<file path="config.mk">
export PLATFORM = sky130hd
export DESIGN_NAME = sevenseg_capture_flat
export DESIGN_NICKNAME = d
export VERILOG_FILES = /design/src/rtl/sevenseg_pkg.sv /design/src/rtl/sevenseg_capture_if.sv /design/src/rtl/sevenseg_decode.sv /design/src/rtl/sevenseg_capture.sv /design/src/flat_wrapper.sv
export SDC_FILE = /design/constraint.sdc
export NUM_CORES = 1
export LEC_CHECK = 0
export ABC_AREA = 1
export CAP_MARGIN = 10
export CORE_UTILIZATION = 54
export DETAILED_ROUTE_END_ITERATION = 8
export PLACE_DENSITY = 0.85
export SYNTH_ARGS = -nofsm -noshare
export SYNTH_HDL_FRONTEND = slang
export SYNTH_SLANG_ARGS = --single-unit
</file>
<file path="constraint.sdc">
create_clock -name clk -period 2.47 [get_ports clk]
set_input_delay 0.3705 -clock clk [delete_from_list [all_inputs] [get_ports clk]]
set_output_delay 0.3705 -clock clk [all_outputs]
set_load 0.005 [all_outputs]
</file>
<file path="src/rtl/sevenseg_pkg.sv">
// Shared seven-segment definitions.
// Holds the segment decode table, the anode position map, the blank code and
// the capture FSM state encoding, so the capture block and a display driver
// agree on one source of truth.
// No ports (package).
package sevenseg_pkg;

  typedef enum logic [1:0] {
    ST_IDLE   = 2'd0,
    ST_SETTLE = 2'd1,
    ST_HOLD   = 2'd2
  } state_t;

  localparam int NUM_DIGITS = 4;
  localparam int NUM_CODES  = 10;

  // Active-low cathode patterns, bit7 = DP, bits6..0 = a..g; index = digit.
  localparam logic [7:0] SEG_CODE [NUM_CODES] = '{
    8'b1000_0001, 8'b1100_1111, 8'b1001_0010, 8'b1000_0110, 8'b1100_1100,
    8'b1010_0100, 8'b1010_0000, 8'b1000_1111, 8'b1000_0000, 8'b1000_0100
  };

  localparam logic [7:0] SEG_BLANK   = 8'hFF;
  localparam logic [3:0] BLANK_VALUE = 4'hF;

  // Active-low one-cold anode select per LED position.
  localparam logic [3:0] ANODE_SEL [NUM_DIGITS] = '{
    4'b0111, 4'b1011, 4'b1101, 4'b1110
  };

  // Idle (nothing driven) bus levels.
  localparam logic [3:0] ANODE_IDLE   = 4'hF;
  localparam logic [7:0] CATHODE_IDLE = 8'hFF;

  typedef struct packed {
    logic       valid;
    logic [1:0] idx;
  } pos_t;

  // Map an anode value to its LED position; valid=0 means "no digit".
  function automatic pos_t anode_lookup(input logic [3:0] anode);
    pos_t p;
    p.valid = 1'b0;
    p.idx   = 2'd0;
    for (int i = 0; i < NUM_DIGITS; i++) begin
      if (anode == ANODE_SEL[i]) begin
        p.valid = 1'b1;
        p.idx   = 2'(i);
      end
    end
    return p;
  endfunction

endpackage

</file>
<file path="src/rtl/sevenseg_capture_if.sv">
// Bus bundle between a multiplexed seven-segment display and the capture block.
// master: drives anode_in/cathode_in, observes the decoded results.
// slave : the capture block (samples the display bus, drives the results).
//   anode_in[3:0]    active-low one-cold digit select
//   cathode_in[7:0]  active-low segments, bit7 = DP
//   LED0..LED3[3:0]  last decoded value per position
//   blank[3:0]       position last showed all segments off
//   captured[3:0]    position written since the last frame_done
//   frame_done       one-clock pulse when all four positions were captured
//   decode_err       one-clock pulse on a stable unrecognised pattern
interface sevenseg_capture_if;
  logic [3:0] anode_in;
  logic [7:0] cathode_in;
  logic [3:0] LED0;
  logic [3:0] LED1;
  logic [3:0] LED2;
  logic [3:0] LED3;
  logic [3:0] blank;
  logic [3:0] captured;
  logic       frame_done;
  logic       decode_err;

  modport master (
    output anode_in, cathode_in,
    input  LED0, LED1, LED2, LED3, blank, captured, frame_done, decode_err
  );

  modport slave (
    input  anode_in, cathode_in,
    output LED0, LED1, LED2, LED3, blank, captured, frame_done, decode_err
  );
endinterface

</file>
<file path="src/rtl/sevenseg_decode.sv">
// Combinational cathode-pattern lookup.
//   pattern[7:0]  active-low segment pattern
//   value[3:0]    decoded digit, BLANK_VALUE for the all-off pattern
//   is_blank      pattern is all segments off
//   hit           pattern is in the table (digits or blank)
module sevenseg_decode
  import sevenseg_pkg::*;
(
  input  logic [7:0] pattern,
  output logic [3:0] value,
  output logic       is_blank,
  output logic       hit
);

  logic [NUM_CODES-1:0] match;

  generate
    for (genvar gi = 0; gi < NUM_CODES; gi++) begin : g_match
      assign match[gi] = (pattern == SEG_CODE[gi]);
    end
  endgenerate

  // Table entries are distinct, so at most one match bit is set.
  always_comb begin
    value    = BLANK_VALUE;
    is_blank = 1'b0;
    hit      = 1'b0;
    if (pattern == SEG_BLANK) begin
      is_blank = 1'b1;
      hit      = 1'b1;
    end
    for (int i = 0; i < NUM_CODES; i++) begin
      if (match[i]) begin
        value = 4'(i);
        hit   = 1'b1;
      end
    end
  end

endmodule

</file>
<file path="src/rtl/sevenseg_capture.sv">
// Recovers the four displayed digits from a multiplexed seven-segment bus.
// The bus is sampled once, then a position must hold anode and cathode steady
// for SETTLE_CYCLES clocks before its pattern is decoded and stored.
//   clk  : clock, all logic on the rising edge
//   rst  : synchronous active-low reset
//   bus  : sevenseg_capture_if.slave (display bus in, decoded results out)
module sevenseg_capture
  import sevenseg_pkg::*;
#(
  parameter int SETTLE_CYCLES = 16
) (
  input logic               clk,
  input logic               rst,
  sevenseg_capture_if.slave bus
);

  localparam logic [7:0] SETTLE_LAST = 8'(SETTLE_CYCLES - 1);

  logic [3:0] anode_s_reg;
  logic [7:0] cathode_s_reg;
  logic [3:0] anode_p_reg;
  logic [7:0] cathode_p_reg;
  state_t     state_reg;
  logic [7:0] cnt_reg;
  logic [3:0] cap_anode_reg;
  logic [3:0] led_reg [NUM_DIGITS];
  logic [3:0] blank_reg;
  logic [3:0] captured_reg;
  logic       frame_done_reg;
  logic       decode_err_reg;

  pos_t       pos;
  logic       stable;
  logic       capture_fire;
  logic [3:0] capture_set;
  logic [3:0] dec_value;
  logic       dec_blank;
  logic       dec_hit;

  sevenseg_decode u_decode (
    .pattern  (cathode_s_reg),
    .value    (dec_value),
    .is_blank (dec_blank),
    .hit      (dec_hit)
  );

  assign pos    = anode_lookup(anode_s_reg);
  assign stable = (anode_s_reg == anode_p_reg) && (cathode_s_reg == cathode_p_reg);

  // The counter value SETTLE_LAST means the window is complete; this edge captures.
  assign capture_fire = (state_reg == ST_SETTLE) && pos.valid && stable &&
                        (cnt_reg >= SETTLE_LAST);
  assign capture_set  = (capture_fire && dec_hit) ? (4'b0001 << pos.idx) : 4'b0000;

  always_ff @(posedge clk) begin
    if (!rst) begin
      anode_s_reg    <= ANODE_IDLE;
      cathode_s_reg  <= CATHODE_IDLE;
      anode_p_reg    <= ANODE_IDLE;
      cathode_p_reg  <= CATHODE_IDLE;
      state_reg      <= ST_IDLE;
      cnt_reg        <= 8'd0;
      cap_anode_reg  <= ANODE_IDLE;
      for (int i = 0; i < NUM_DIGITS; i++) led_reg[i] <= 4'h0;
      blank_reg      <= 4'b0000;
      captured_reg   <= 4'b0000;
      frame_done_reg <= 1'b0;
      decode_err_reg <= 1'b0;
    end else begin
      anode_s_reg    <= bus.anode_in;
      cathode_s_reg  <= bus.cathode_in;
      anode_p_reg    <= anode_s_reg;
      cathode_p_reg  <= cathode_s_reg;
      frame_done_reg <= 1'b0;
      decode_err_reg <= 1'b0;

      case (state_reg)
        ST_IDLE: begin
          if (pos.valid) begin
            state_reg <= ST_SETTLE;
            cnt_reg   <= 8'd0;
          end
        end
        ST_SETTLE: begin
          if (!pos.valid) begin
            state_reg <= ST_IDLE;
            cnt_reg   <= 8'd0;
          end else if (!stable) begin
            cnt_reg <= 8'd0;
          end else if (capture_fire) begin
            state_reg     <= ST_HOLD;
            cnt_reg       <= 8'd0;
            cap_anode_reg <= anode_s_reg;
            if (dec_hit) begin
              led_reg[pos.idx]   <= dec_value;
              blank_reg[pos.idx] <= dec_blank;
            end else begin
              decode_err_reg <= 1'b1;
            end
          end else if (cnt_reg != 8'hFF) begin
            cnt_reg <= cnt_reg + 8'd1;
          end
        end
        ST_HOLD: begin
          // Only an anode change releases HOLD; cathode changes are ignored.
          if (anode_s_reg != cap_anode_reg) begin
            state_reg <= pos.valid ? ST_SETTLE : ST_IDLE;
            cnt_reg   <= 8'd0;
          end
        end
        default: begin
          state_reg <= ST_IDLE;
          cnt_reg   <= 8'd0;
        end
      endcase

      // A full set is reported one edge later; a capture landing on that
      // same edge survives the clear.
      if (captured_reg == 4'b1111) begin
        frame_done_reg <= 1'b1;
        captured_reg   <= capture_set;
      end else begin
        captured_reg <= captured_reg | capture_set;
      end
    end
  end

  assign bus.LED0       = led_reg[0];
  assign bus.LED1       = led_reg[1];
  assign bus.LED2       = led_reg[2];
  assign bus.LED3       = led_reg[3];
  assign bus.blank      = blank_reg;
  assign bus.captured   = captured_reg;
  assign bus.frame_done = frame_done_reg;
  assign bus.decode_err = decode_err_reg;

endmodule

</file>
<file path="src/flat_wrapper.sv">
// flat-port wrapper written by rule: the top's interface ports become plain ports
module sevenseg_capture_flat import sevenseg_pkg::*;
#(
  parameter int SETTLE_CYCLES = 16
)
  (clk, rst, bus_anode_in, bus_cathode_in, bus_LED0, bus_LED1, bus_LED2, bus_LED3, bus_blank, bus_captured, bus_frame_done, bus_decode_err);
  sevenseg_capture_if bus_i ();
  input logic clk;
  input logic rst;
  input wire logic [$bits(bus_i.anode_in)-1:0] bus_anode_in;
  input wire logic [$bits(bus_i.cathode_in)-1:0] bus_cathode_in;
  output wire logic [$bits(bus_i.LED0)-1:0] bus_LED0;
  output wire logic [$bits(bus_i.LED1)-1:0] bus_LED1;
  output wire logic [$bits(bus_i.LED2)-1:0] bus_LED2;
  output wire logic [$bits(bus_i.LED3)-1:0] bus_LED3;
  output wire logic [$bits(bus_i.blank)-1:0] bus_blank;
  output wire logic [$bits(bus_i.captured)-1:0] bus_captured;
  output wire logic [$bits(bus_i.frame_done)-1:0] bus_frame_done;
  output wire logic [$bits(bus_i.decode_err)-1:0] bus_decode_err;
  assign bus_i.anode_in = bus_anode_in;
  assign bus_i.cathode_in = bus_cathode_in;
  assign bus_LED0 = bus_i.LED0;
  assign bus_LED1 = bus_i.LED1;
  assign bus_LED2 = bus_i.LED2;
  assign bus_LED3 = bus_i.LED3;
  assign bus_blank = bus_i.blank;
  assign bus_captured = bus_i.captured;
  assign bus_frame_done = bus_i.frame_done;
  assign bus_decode_err = bus_i.decode_err;
  sevenseg_capture #(.SETTLE_CYCLES(SETTLE_CYCLES)) u_core (.clk(clk), .rst(rst), .bus(bus_i));
endmodule
</file>
---- After elaboration in Yosys (flattened, before gate mapping) ----
Memories as Yosys holds them, arrays and structs flattened.
Cells that the tools add are included.
operators by class
  $add $sub $neg .......................... 1
  magnitude comparators ................... 3
  equal/unequal tests ..................... 27
  shifts and indexed selects .............. 1
  multiplexer cells ....................... 57
  bitwise logic cells ..................... 1
  reductions and logical operators ........ 13
operators with widths
  cell                 count
  $eq 8x8->1 const B   11
  $mux 4               13
  $mux 8               6
  $mux 1               24
  $pmux 8 s3           1
  $eq 4x4->1 const B   4
  $mux 2               6
  $mux 3               4
  $reduce_and 5->1     2
  $add 8x1->8 const B  1
  $eq 8x8->1           1
  $ge 8x4->1 const B   1
  $ne 8x8->1 const B   1
  $reduce_and 4->1     2
  $logic_and 1x1->1    6
  $ne 3x3->1 const B   2
  $pmux 2 s3           1
  $ne 5x5->1 const B   1
  $bwmux 4             1
  $eq 4x3->1 const B   1
  $eq 4x4->1           1
  $ne 2x1->1 const B   2
  $ne 4x4->1           1
  $or 4x4->4           1
  9 further kinds      9
word-level totals
  flip-flop bits (word level) ............. 48
  bits in writable memories ............... 16
  output and inout bits ................... 26
  memories ................................ 1
memory list
  memory          words  bits a word  rd ports  clocked after Yosys merged registers in  write ports  line                    source
  u_core.led_reg  4      4            4         0                                        4            sevenseg_capture.sv:26  logic [3:0] led_reg [NUM_DIGITS];

---- Depth between registers and ports, before layout ----
  depth after elaboration ................. 21
  gate-level depth with buffers ........... 13
  mapped depth without buffers ............ 12

---- Hierarchy ----
Synthesis repeated with hierarchy kept, for this count alone.
second synthesis, totals
  cells, all modules ...................... 361
  area, all modules ....................... 2939.1 um2
by module, submodules not included
  module            times used  cells an instance  area an instance (um2)
  sevenseg_capture  1           292                2616.3
  sevenseg_decode   1           69                 322.8

---- Least setup slack after synthesis ----
Ideal clock, no wire load.
  path kind ............................... flip-flop to flip-flop
  start ................................... reg u_core.cnt_reg[0]
  end ..................................... mem u_core.led_reg[0][0], enable pin
  setup time .............................. 0.308 ns
  data arrival time ....................... 1.538 ns
  data required time ...................... 2.162 ns
  slack ................................... 0.624 ns
  stages on the path, launching flop included .. 10
  path buffers ............................ 0
  period minus slack after synthesis ...... 1.846 ns
  cell sequence ........................... dfxtp_1 ha_1 nand2_1 inv_1 nand2_1 nand4_1 nand4_1 nor2_8 nand3_2 nand2_1
RTL lines
  element                 line                     source
  start, declared         sevenseg_capture.sv:24   logic [7:0] cnt_reg;
  start signal, assigned  sevenseg_capture.sv:101  cnt_reg <= cnt_reg + 8'd1;
  end, declared           sevenseg_capture.sv:26

==> impl_metrics.csv <==
group,metric,value,unit
outcome,status,"finished clean",
min_path,min_path_type,"reg2reg",
power_and_ir_drop,p_leak,1.74,nW
yosys,netlist.area_leader.share,32.9,%
yosys,synth_common_cells,"nand2_1 (100), inv_1 (50), dfxtp_1 (48)",
finish,diodes,0,
timing,grt_setup_unrepaired,"false",
finish,layout.nets,427,
clock_tree,h-tree-depth,3,
clock_tree,path_clk_slew,0.07,ns
floorplan,dieWidth,75.6,um
finish,fin_area,3590,um^2
clock_tree,worst_skew_pair.late_latency,0.35,ns
grt,grt_max_degree,25,
worst_setup_path,critPathRequiredTime,2.52,ns
place,post-dp-hpwl,4030,um
routing,vias_per_cell,4.84,
yosys,syn_nets,380,
floorplan,start_util,56.5,%
power_and_ir_drop,ir_worst_vdd,0.504,mV
yosys,synth.most_common_cell,"nand2_1",
routing,routed_wl,5550,um
yosys,synth_top_area_cell,"dfxtp_1",
grt,grt-ovfl-total,0,
yosys,synth_flop_cell,"dfxtp_1",
yosys,synthCells,365,
yosys,synth_cell_type_count,30,
clock_tree,cts_max_path_buffers,2,
grt,antenna_found_initial,0,
timing,hold_violations,0,
clock_tree,cts_tree,"done",
yosys,ys_ff_latch,64,
floorplan,die_h,75.6,um
worst_setup_path,r2r_cells,10,
routing,drt_pass1_iterations,4,
grt,grt_pass1_wl,9110,um
timing,fmax,0.512,GHz
worst_setup_path,ff2ff_setup_slack,0.52,ns
clock_tree,clock-sinks,64,
timing,layout_min_cycle_time,1.95,ns
grt,grt_pass1_vias,2153,
timing,post-route-period-util,79.0,%
timing,worst_slew_margin_rel,57.9,%
routing,drt_iter0_drc,262,
worst_setup_path,timing.rr.end,"u_core.led_reg[2][3]",
yosys,syn-mean-instance-area,8.01,um^2
routing,drc_errors,0,
min_path,hold_start,"u_core.cnt_reg[6]",
clock_tree,post-cts-setup-buffers,0,
finish,largest_reg_flops,16,
routing,drtAntennaViolNets,0,
yosys,synthTopCellsByArea,"dfxtp_1 (33%), edfxtp_1 (16%), nand2_1 (13%)",
timing,final_max_slew_viol_count,0,
routing,num_vias,2356,
worst_setup_path,r2r-start,"u_core.anode_s_reg[2]",
clock_tree,cts_resized,0,
place,numPlacedInstances,471,
timing,finClkSkew,0.00827,ns
floorplan,io_pins,40,
finish,syn2layout_area_growth,22.9,%
clock_tree,cts_buffers,9,
place,gp_congestion,0.884,
worst_setup_path,crit_type,"reg2reg",
min_path,hold_end,"u_core.cnt_reg[6]",
yosys,async_flop_share,0,%
place,dpl_cell_area,3400,um^2
yosys,yosys_warnings,0,
power_and_ir_drop,powerDensity,607,nW/um^2
worst_setup_path,cp-end-kind,"flop",
worst_setup_path,cp-start-kind,"flop",
timing,setup_viol,0,
clock_tree,root_buffer,"clkbuf_8",
place,portBuffers,39,
yosys,synth-edff-count,16,
clock_tree,ctsHoldBuffers,0,
timing,tightest_slew,0.631,ns
timing,setup-tns-final,0,ns
floorplan,die-area,5710,um^2
routing,detail_route.wl_per_cell,11.4,um
yosys,ys_seq_area_share,49.3,%
min_path,hold_depth,2,
worst_setup_path,arrival,2.01,ns
run,drv_cap,0,
worst_setup_path,crit_fanout,8,
floorplan,design.core.area,5170,um^2
power_and_ir_drop,power.total,2.18,mW
finish,n_fill_cell,389,
floorplan,rows,26,
finish,final_layout_size_suffix_gt1_share,14.4,%
grt,grt.total_usage,21.9,%
finish,fin_cells,487,
yosys,syn_area,2920,um^2
-- routing by layer --
layer  GRT usage (%)  vias to the layer above  wire length (um)
met5               0                        -                 0
met4            10.7                        0               106
met3            8.07                       10               309
met2            36.5                       71              2700
met1            24.9                     1034              2430
li1                -                     1241                 -
-- critical path: stages, from the launching register on --
cell,delay (ns)
dfxtp_1,0.43
nand2_1,0.09
inv_2,0.08
nand3_2,0.15
nand2_2,0.15
nor2_4,0.06
nor2_8,0.17
inv_4,0.06
nor2_8,0.15
nand3_2,0.13
nand2_1,0.18
-- layout make-up --
type,count,area [um^2],area share [%]
Timing Repair Buffer,43,420,11.7
Tap cell,70,87.6,2.44
Sequential cell,64,1440,40.1
Clock inverter,6,41.3,1.15
Multi-Input combinational cell,240,1250,34.7
Clock buffer,10,149,4.15
Inverter,54,205,5.71
-- cell usage in the layout (no fill, tap or decap), types with 10 or more instances in the layout --
cell type and count:
a21oi_1 11, clkdlybuf4s50_1 39, dfxtp_1 48, edfxtp_1 16, inv_1 50, nand2_1 100, nand3_1 14, nand3_2 11
nand4_1 10, nor2_1 46, or2_2 12
-- metrics by stage --
stage	setup slack [ns]	utilization [%]	hold WS (ns)
floorplan	0.624	-	0.417
global placement	0.607	65.7	0.427
detailed placement	0.547	65.7	0.427
CTS	0.513	69.4	0.440
global route	0.305	69.4	0.466
finish	0.518	69.4	0.443
-- logic make-up (layout without fill, tap and decap cells) --
kind of cell	count (synthesis)	in the layout	synth area share (%)
and+or+nand+nor	213	213	36.3
xor gates and xnor gates	9	9	2.70
buffers and inverters	61	113	8.05
adders and majority gates	1	1	0.428
DFF	64	64	49.3
AOI/OAI and AO/OA	17	17	3.25
-- worst max path at each step --
stage / from / to / slack, ns / depth (start not counted)
2_1_floorplan: u_core.cnt_reg[0] / u_core.led_reg[0][0] / 0.62 / 9
4_1_cts: u_core.anode_s_reg[2] / u_core.led_reg[0][2] / 0.51 / 10
3_3_place_gp: u_core.cnt_reg[0] / u_core.led_reg[0][1] / 0.61 / 9
5_1_grt: u_core.cathode_s_reg[1] / u_core.led_reg[2][0] / 0.30 / 11
3_5_place_dp: u_core.anode_s_reg[2] / u_core.led_reg[0][1] / 0.55 / 10
6_report: u_core.anode_s_reg[2] / u_core.led_reg[2][3] / 0.52 / 10
-- report_power, final --
part / total, mW / switching, mW / internal, mW
Sequential: 1.13 / 0.0231 / 1.10
Clock: 0.840 / 0.416 / 0.424
Combinational: 0.213 / 0.125 / 0.0884
Note: power is estimated with default switching activity, not from simulation.
==> variant 1: new RTL, same flow settings <==
The 3 states of `state_t` get a one-hot encoding in 3 bits.
--- a/src/rtl/sevenseg_pkg.sv
+++ b/src/rtl/sevenseg_pkg.sv
@@ -5,10 +5,10 @@
 // No ports (package).
 package sevenseg_pkg;
 
-  typedef enum logic [1:0] {
-    ST_IDLE   = 2'd0,
-    ST_SETTLE = 2'd1,
-    ST_HOLD   = 2'd2
+  typedef enum logic [2:0] {
+    ST_IDLE   = 3'b001,
+    ST_SETTLE = 3'b010,
+    ST_HOLD   = 3'b100
   } state_t;
 
   localparam int NUM_DIGITS = 4;
Function: same outputs for any inputs over 10 cycles, from zero or initial values and one cycle with rst low; not proved beyond that.
==> variant 1 against the unedited design <==
Die area is 0.79% lower; synthesized cell count is 1.1% higher; total power is 18% higher; wire length is 5.0% higher; fmax is 7.6% lower; sequential cell count is 1 higher; cell area is 0.94% higher; synthesized area is 0.81% lower; worst setup slack worse by 0.16 ns; final cell count is 0.82% higher; combinational power is 27% higher; largest cell class unchanged.
==> variant 1: results (changes against the unedited design) <==
* Ratio of cells with drive above 1 in the final layout at 13.5% (-0.85 points)
* GP Congestion at 0.889 (+0.55%)
* HPWL after detailed placement at 4.37 mm (+8.3%)
* WHS Endpoint: u_core.cnt_reg[5]$_SDFFE_PN0P_
* Post-Syn Nets at 384 (+1.1%)
* Worst reg2reg endpoint: u_core.led_reg[2][1]$_SDFFCE_PN0P_
* Synth cell count leaders: nand2_1 (103), dfxtp_1 (49), inv_1 (44)
* P_leak at 1.79 nW (+2.6%)
* Pin count of the biggest net entering global routing at 27 (+8.0%)
* Resized cells post-CTS at 0 (unchanged)
* Finished Layout Cells at 491 (+0.82%)
* First-pass GRT wire length at 9.83 mm (+7.9%)
* Final #Nets at 431 (+0.94%)
* Type of the worst min-delay path: reg -> reg
* Drt pass-1 iters at 4 (unchanged)
* Critical path fanouts, max at 6 (-2)
* Dpl cells at 475 (+0.85%)
* CP peak stage delay at 0.38 ns (-0.05 ns)
* R2R cell count at 9 (-1)
* Status: complete, no violations
* CP startpoint: u_core.cnt_reg[0]$_SDFFE_PN0P_
* DRT iter0 DRCs at 156 (-40%)
* Slew margin rel. at 66.7% (+8.8 points)
* Vias in the first global route at 2296 (+6.6%)
* Peak VDD IR at 0.000558 V (+11%)
* R2r setup slk at 0.36 ns (-0.16 ns)
* Switching share of power at 24.7% (-1.1 points)
* Clock skew at 0.00743 ns (-0.000840 ns)
* Min-delay src: u_core.cnt_reg[5]$_SDFFE_PN0P_
* Clock-pin slew on the worst setup and hold paths at ~0.08 ns
* Top cells by area, synth: dfxtp_1 (34%), edfxtp_1 (17%), nand2_1 (13%)
* Setup WS pre-CTS at 0.419 ns (-0.128 ns)
* Tot GR Track Use at 23.9% (+2.0 points)
* Via count at 2438 (+3.5%)
* Sequential fraction of the synthesis area at 50.4% (+1.1 points)
* Crit path DAT at 2.16 ns (+0.15 ns)
* Final WL at 5.82 mm (+5.0%)
* Mean post-synth cell area at 7.86 um^2 (-1.9%)
* Fillers at 410 (+5.4%)
* Count of cell types in the netlist at 26 (-13%)
[variant 1: worst max-delay path by stage]
stage | cells after the start | slack, ns | to
global route | 9 | 0.14 | u_core.led_reg[2][0]$_SDFFCE_PN0P_
CTS | 9 | 0.38 | u_core.led_reg[2][3]$_SDFFCE_PN0P_
floorplan | 9 | 0.66 | u_core.led_reg[1][0]$_SDFFCE_PN0P_
global placement | 9 | 0.54 | u_core.led_reg[0][0]$_SDFFCE_PN0P_
finish | 9 | 0.36 | u_core.led_reg[2][1]$_SDFFCE_PN0P_
detailed placement | 9 | 0.42 | u_core.led_reg[3][1]$_DFFE_PP_
[variant 1: cells by family after synthesis]
logic type      after synthesis  share of synthesized area, %
simple gates                220                          35.8
flops                        65                          50.4
buf+inv                      56                          7.29
xor+xnor                      8                          2.42
compound gates               19                          3.63
fa+ha+maj                     1                         0.432
[variant 1: critical path, delay by kind of cell, from the launching register on]
family / cells / cell delay [ns]
and+or+nand+nor: 7 / 1.18
adders and majority gates: 1 / 0.18
buffers and inverters: 1 / 0.07
DFF: 1 / 0.38
[variant 1: final cells by class]
type                    count  share of cell area, %
clock inverters             7                   3.45
clock buffers               9                   3.42
well taps                  70                   2.42
flip-flops and latches     65                   40.3
inverters                  50                   5.18
multi-input cells         248                   33.8
repair buffers             42                   11.4
[variant 1: power by group through the flow]
stage	registers (mW)	clock network [mW]	logic, mW
6_report	1.18	1.12	0.271
5_1_grt	1.19	1.18	0.310
4_1_cts	1.18	1.13	0.273
3_5_place_dp	1.20	0	0.270
3_3_place_gp	1.20	0	0.264
2_1_floorplan	1.19	0	0.192
[variant 1: metal layers]
layer  up-vias  global-route usage (%)  part of all wire [%]
li1       1266                       -                     -
met1      1083                    26.4                    42
met2        76                    42.4                    51
met3        13                    5.35                   5.5
met4         0                    13.4                   2.0
met5         -                       0                     0
[variant 1: metrics by stage]
stage,cell area (um^2),hold slack (ns),total power [mW]
finish,3620,0.445,2.57
global route,3620,0.477,2.68
CTS,3620,0.445,2.58
detailed placement,3380,0.432,1.47
global placement,3380,0.428,1.46
floorplan,2900,0.419,1.39
==> variant 2: new RTL, same flow settings <==
Made on the original files. `SETTLE_CYCLES` is set to 16 in 2 places; all go to 12.
--- a/src/rtl/sevenseg_capture.sv
+++ b/src/rtl/sevenseg_capture.sv
@@ -7,7 +7,7 @@
 module sevenseg_capture
   import sevenseg_pkg::*;
 #(
-  parameter int SETTLE_CYCLES = 16
+  parameter int SETTLE_CYCLES = 12
 ) (
   input logic               clk,
   input logic               rst,
--- a/src/flat_wrapper.sv
+++ b/src/flat_wrapper.sv
@@ -1,7 +1,7 @@
 // flat-port wrapper written by rule: the top's interface ports become plain ports
 module sevenseg_capture_flat import sevenseg_pkg::*;
 #(
-  parameter int SETTLE_CYCLES = 16
+  parameter int SETTLE_CYCLES = 12
 )
   (clk, rst, bus_anode_in, bus_cathode_in, bus_LED0, bus_LED1, bus_LED2, bus_LED3, bus_blank, bus_captured, bus_frame_done, bus_decode_err);
   sevenseg_capture_if bus_i ();
Behaviour: same outputs for any inputs over 10 cycles, from zero or initial values and one cycle with rst low; that may be too few to reach the edited logic, so the function may still have changed.
==> variant 2 against the unedited design <==
Synthesized area rose by 1.8%; total power up 9.5%; worst setup slack worse by 0.081 ns; first-iteration DRC count is 9.5% lower; cell area up 2.4%; non-clock buffer count fell by 1; clock power is 20% higher; sequential cell count did not move; wire length increased by 5.6%; highest routed layer unchanged.
==> variant 2: results (changes against the unedited design) <==
* Status: complete, no violations
* Switching pwr at 0.594 mW (+5.5%)
* CTS Buf Count at 9 (unchanged)
* Clock Latency Late Sink at 0.35 ns (about the same)
* Initial antenna violation count at 0 (unchanged)
* Main combinational cell family by area after synthesis: simple AND/OR/NAND/NOR gates
* Crit path DAT at 2.08 ns (+0.07 ns)
* Count of cell types in the netlist at 31 (+3.3%)
* Max reg flops at 16 (unchanged)
* Crit path to: u_core.led_reg[2][2]$_SDFFCE_PN0P_
* Resized cells post-CTS at 0 (unchanged)
* Post-Synth Adder-Cell Area at 0.420% (-0.0077 points)
* Post-CTS Setup Inserts at 0 (unchanged)
* Logic pwr share at 10.0% (+0.2 points)
* P_leak at 1.75 nW (+0.87%)
* Clock buffer depth at 2 (unchanged)
* Tot GR Track Use at 22.2% (+0.34 points)
* Clock-pin slew on the worst setup and hold paths at 0.07 ns (about the same)
* Slew margin rel. at 58.7% (+0.84 points)
* Fillers at 401 (+3.1%)
* Type of the worst min-delay path: reg -> reg
* Post-synth ARST share at 0% (unchanged)
* Synth cell count leaders: nand2_1 (110), dfxtp_1 (48), nor2_1 (47)
* Top cells by area, synth: dfxtp_1 (32%), edfxtp_1 (16%), nand2_1 (14%)
* Wire per inst at 11.8 um (+3.5%)
* IO buf count at 39 (unchanged)
* GP Congestion at 0.851 (-3.7%)
* Worst reg2reg endpoint: u_core.led_reg[2][2]$_SDFFCE_PN0P_
* Sequential fraction of the synthesis area at 48.4% (-0.89 points)
* Min-delay src: u_core.cnt_reg[5]$_SDFFE_PN0P_
* Yosys warning count at 0 (unchanged)
* Multiplexer area fraction after synthesis at 0% (unchanged)
* Via count at 2466 (+4.7%)
* First-pass GRT wire length at 10.2 mm (+12%)
* DRT iter0 DRCs at 237 (-9.5%)
* Hold Crit Depth at 2 (unchanged)
* Vias in the first global route at 2397 (+11%)
* Antenna diodes at 0 (unchanged)
* Root buf cell: clkbuf_8
* Pin count of the biggest net entering global routing at 21 (-16%)
* Post-synthesis compound-gate area fraction at 4.08% (+0.82 points)
* R2r setup slk at 0.44 ns (-0.08 ns)
* Critical path fanouts, max at 9 (+1)
* Xor and xnor area share after synthesis at 2.65% (-0.049 points)
* Clock skew at 0.00830 ns (+0.0000356 ns)
* Post-synth EDFFs at 16 (unchanged)
* H-tree lvl count at 3 (unchanged)
* Final #Nets at 437 (+2.3%)
* WHS Endpoint: u_core.cnt_reg[5]$_SDFFE_PN0P_
* Drt pass-1 iters at 4 (unchanged)
* Post-Syn Nets at 392 (+3.2%)
* Peak VDD IR at 0.000385 V (-24%)
* Switching share of power at 24.9% (-0.96 points)
* HPWL after detailed placement at 4.23 mm (+5.0%)
* P_seq at 1.14 mW
* Ratio of cells with drive above 1 in the final layout at 15.7% (+1.3 points)
variant 2: cell types whose count changed after synthesis, moves of 3 or more:
| cell | unedited run | this run |
|---|---|---|
| nand3_1 | 14 | 20 |
| nand3_2 | 11 | 7 |
| nand2_2 | 1 | 4 |
| a21oi_1 | 11 | 8 |
| nand2_1 | 100 | 110 |
| o21ai_1 | 1 | 6 |
| nor3_1 | 5 | 1 |
| nor2_2 | 2 | 6 |
| nor2_4 | 5 | 2 |
| buf_2 | 0 | 3 |
| inv_2 | 3 | 8 |
| inv_1 | 50 | 37 |
variant 2: per-stage QoR:
step	worst slack, ns	hold WS (ns)	std cells	area, um^2
after floorplan	0.750	0.419	377	2980
after global placement	0.565	0.428	481	3440
after detailed placement	0.530	0.430	481	3440
after CTS	0.451	0.442	497	3680
after global routing	0.331	0.463	497	3680
final	0.437	0.440	497	3680
variant 2: layer usage:
metal | share of wire [%] | track usage [%] | up-vias
met4 | 2.3 | 9.81 | 0
met5 | 0 | 0 | -
met1 | 43 | 23.6 | 1114
li1 | - | - | 1280
met3 | 3.4 | 6.35 | 14
met2 | 51 | 40.6 | 58
variant 2: critical path, cell delays in order (launching register included):
cell      delay (ns)
dfxtp_1         0.48
nand2_2         0.09
clkinv_2        0.10
nand3_1         0.13
nand2_2         0.12
nor2_2          0.08
nor2_8          0.17
inv_2           0.08
nor2_8          0.15
nand3_1         0.14
nand2_1         0.19
variant 2: area by class of cell:
cell class	instances	share of cell area (%)
multi-input cells	259	36.1
clock inverters	5	1.63
clock buffers	11	4.73
well taps	70	2.38
repair buffers	42	11.2
inverters	46	4.73
flip-flops and latches	64	39.2
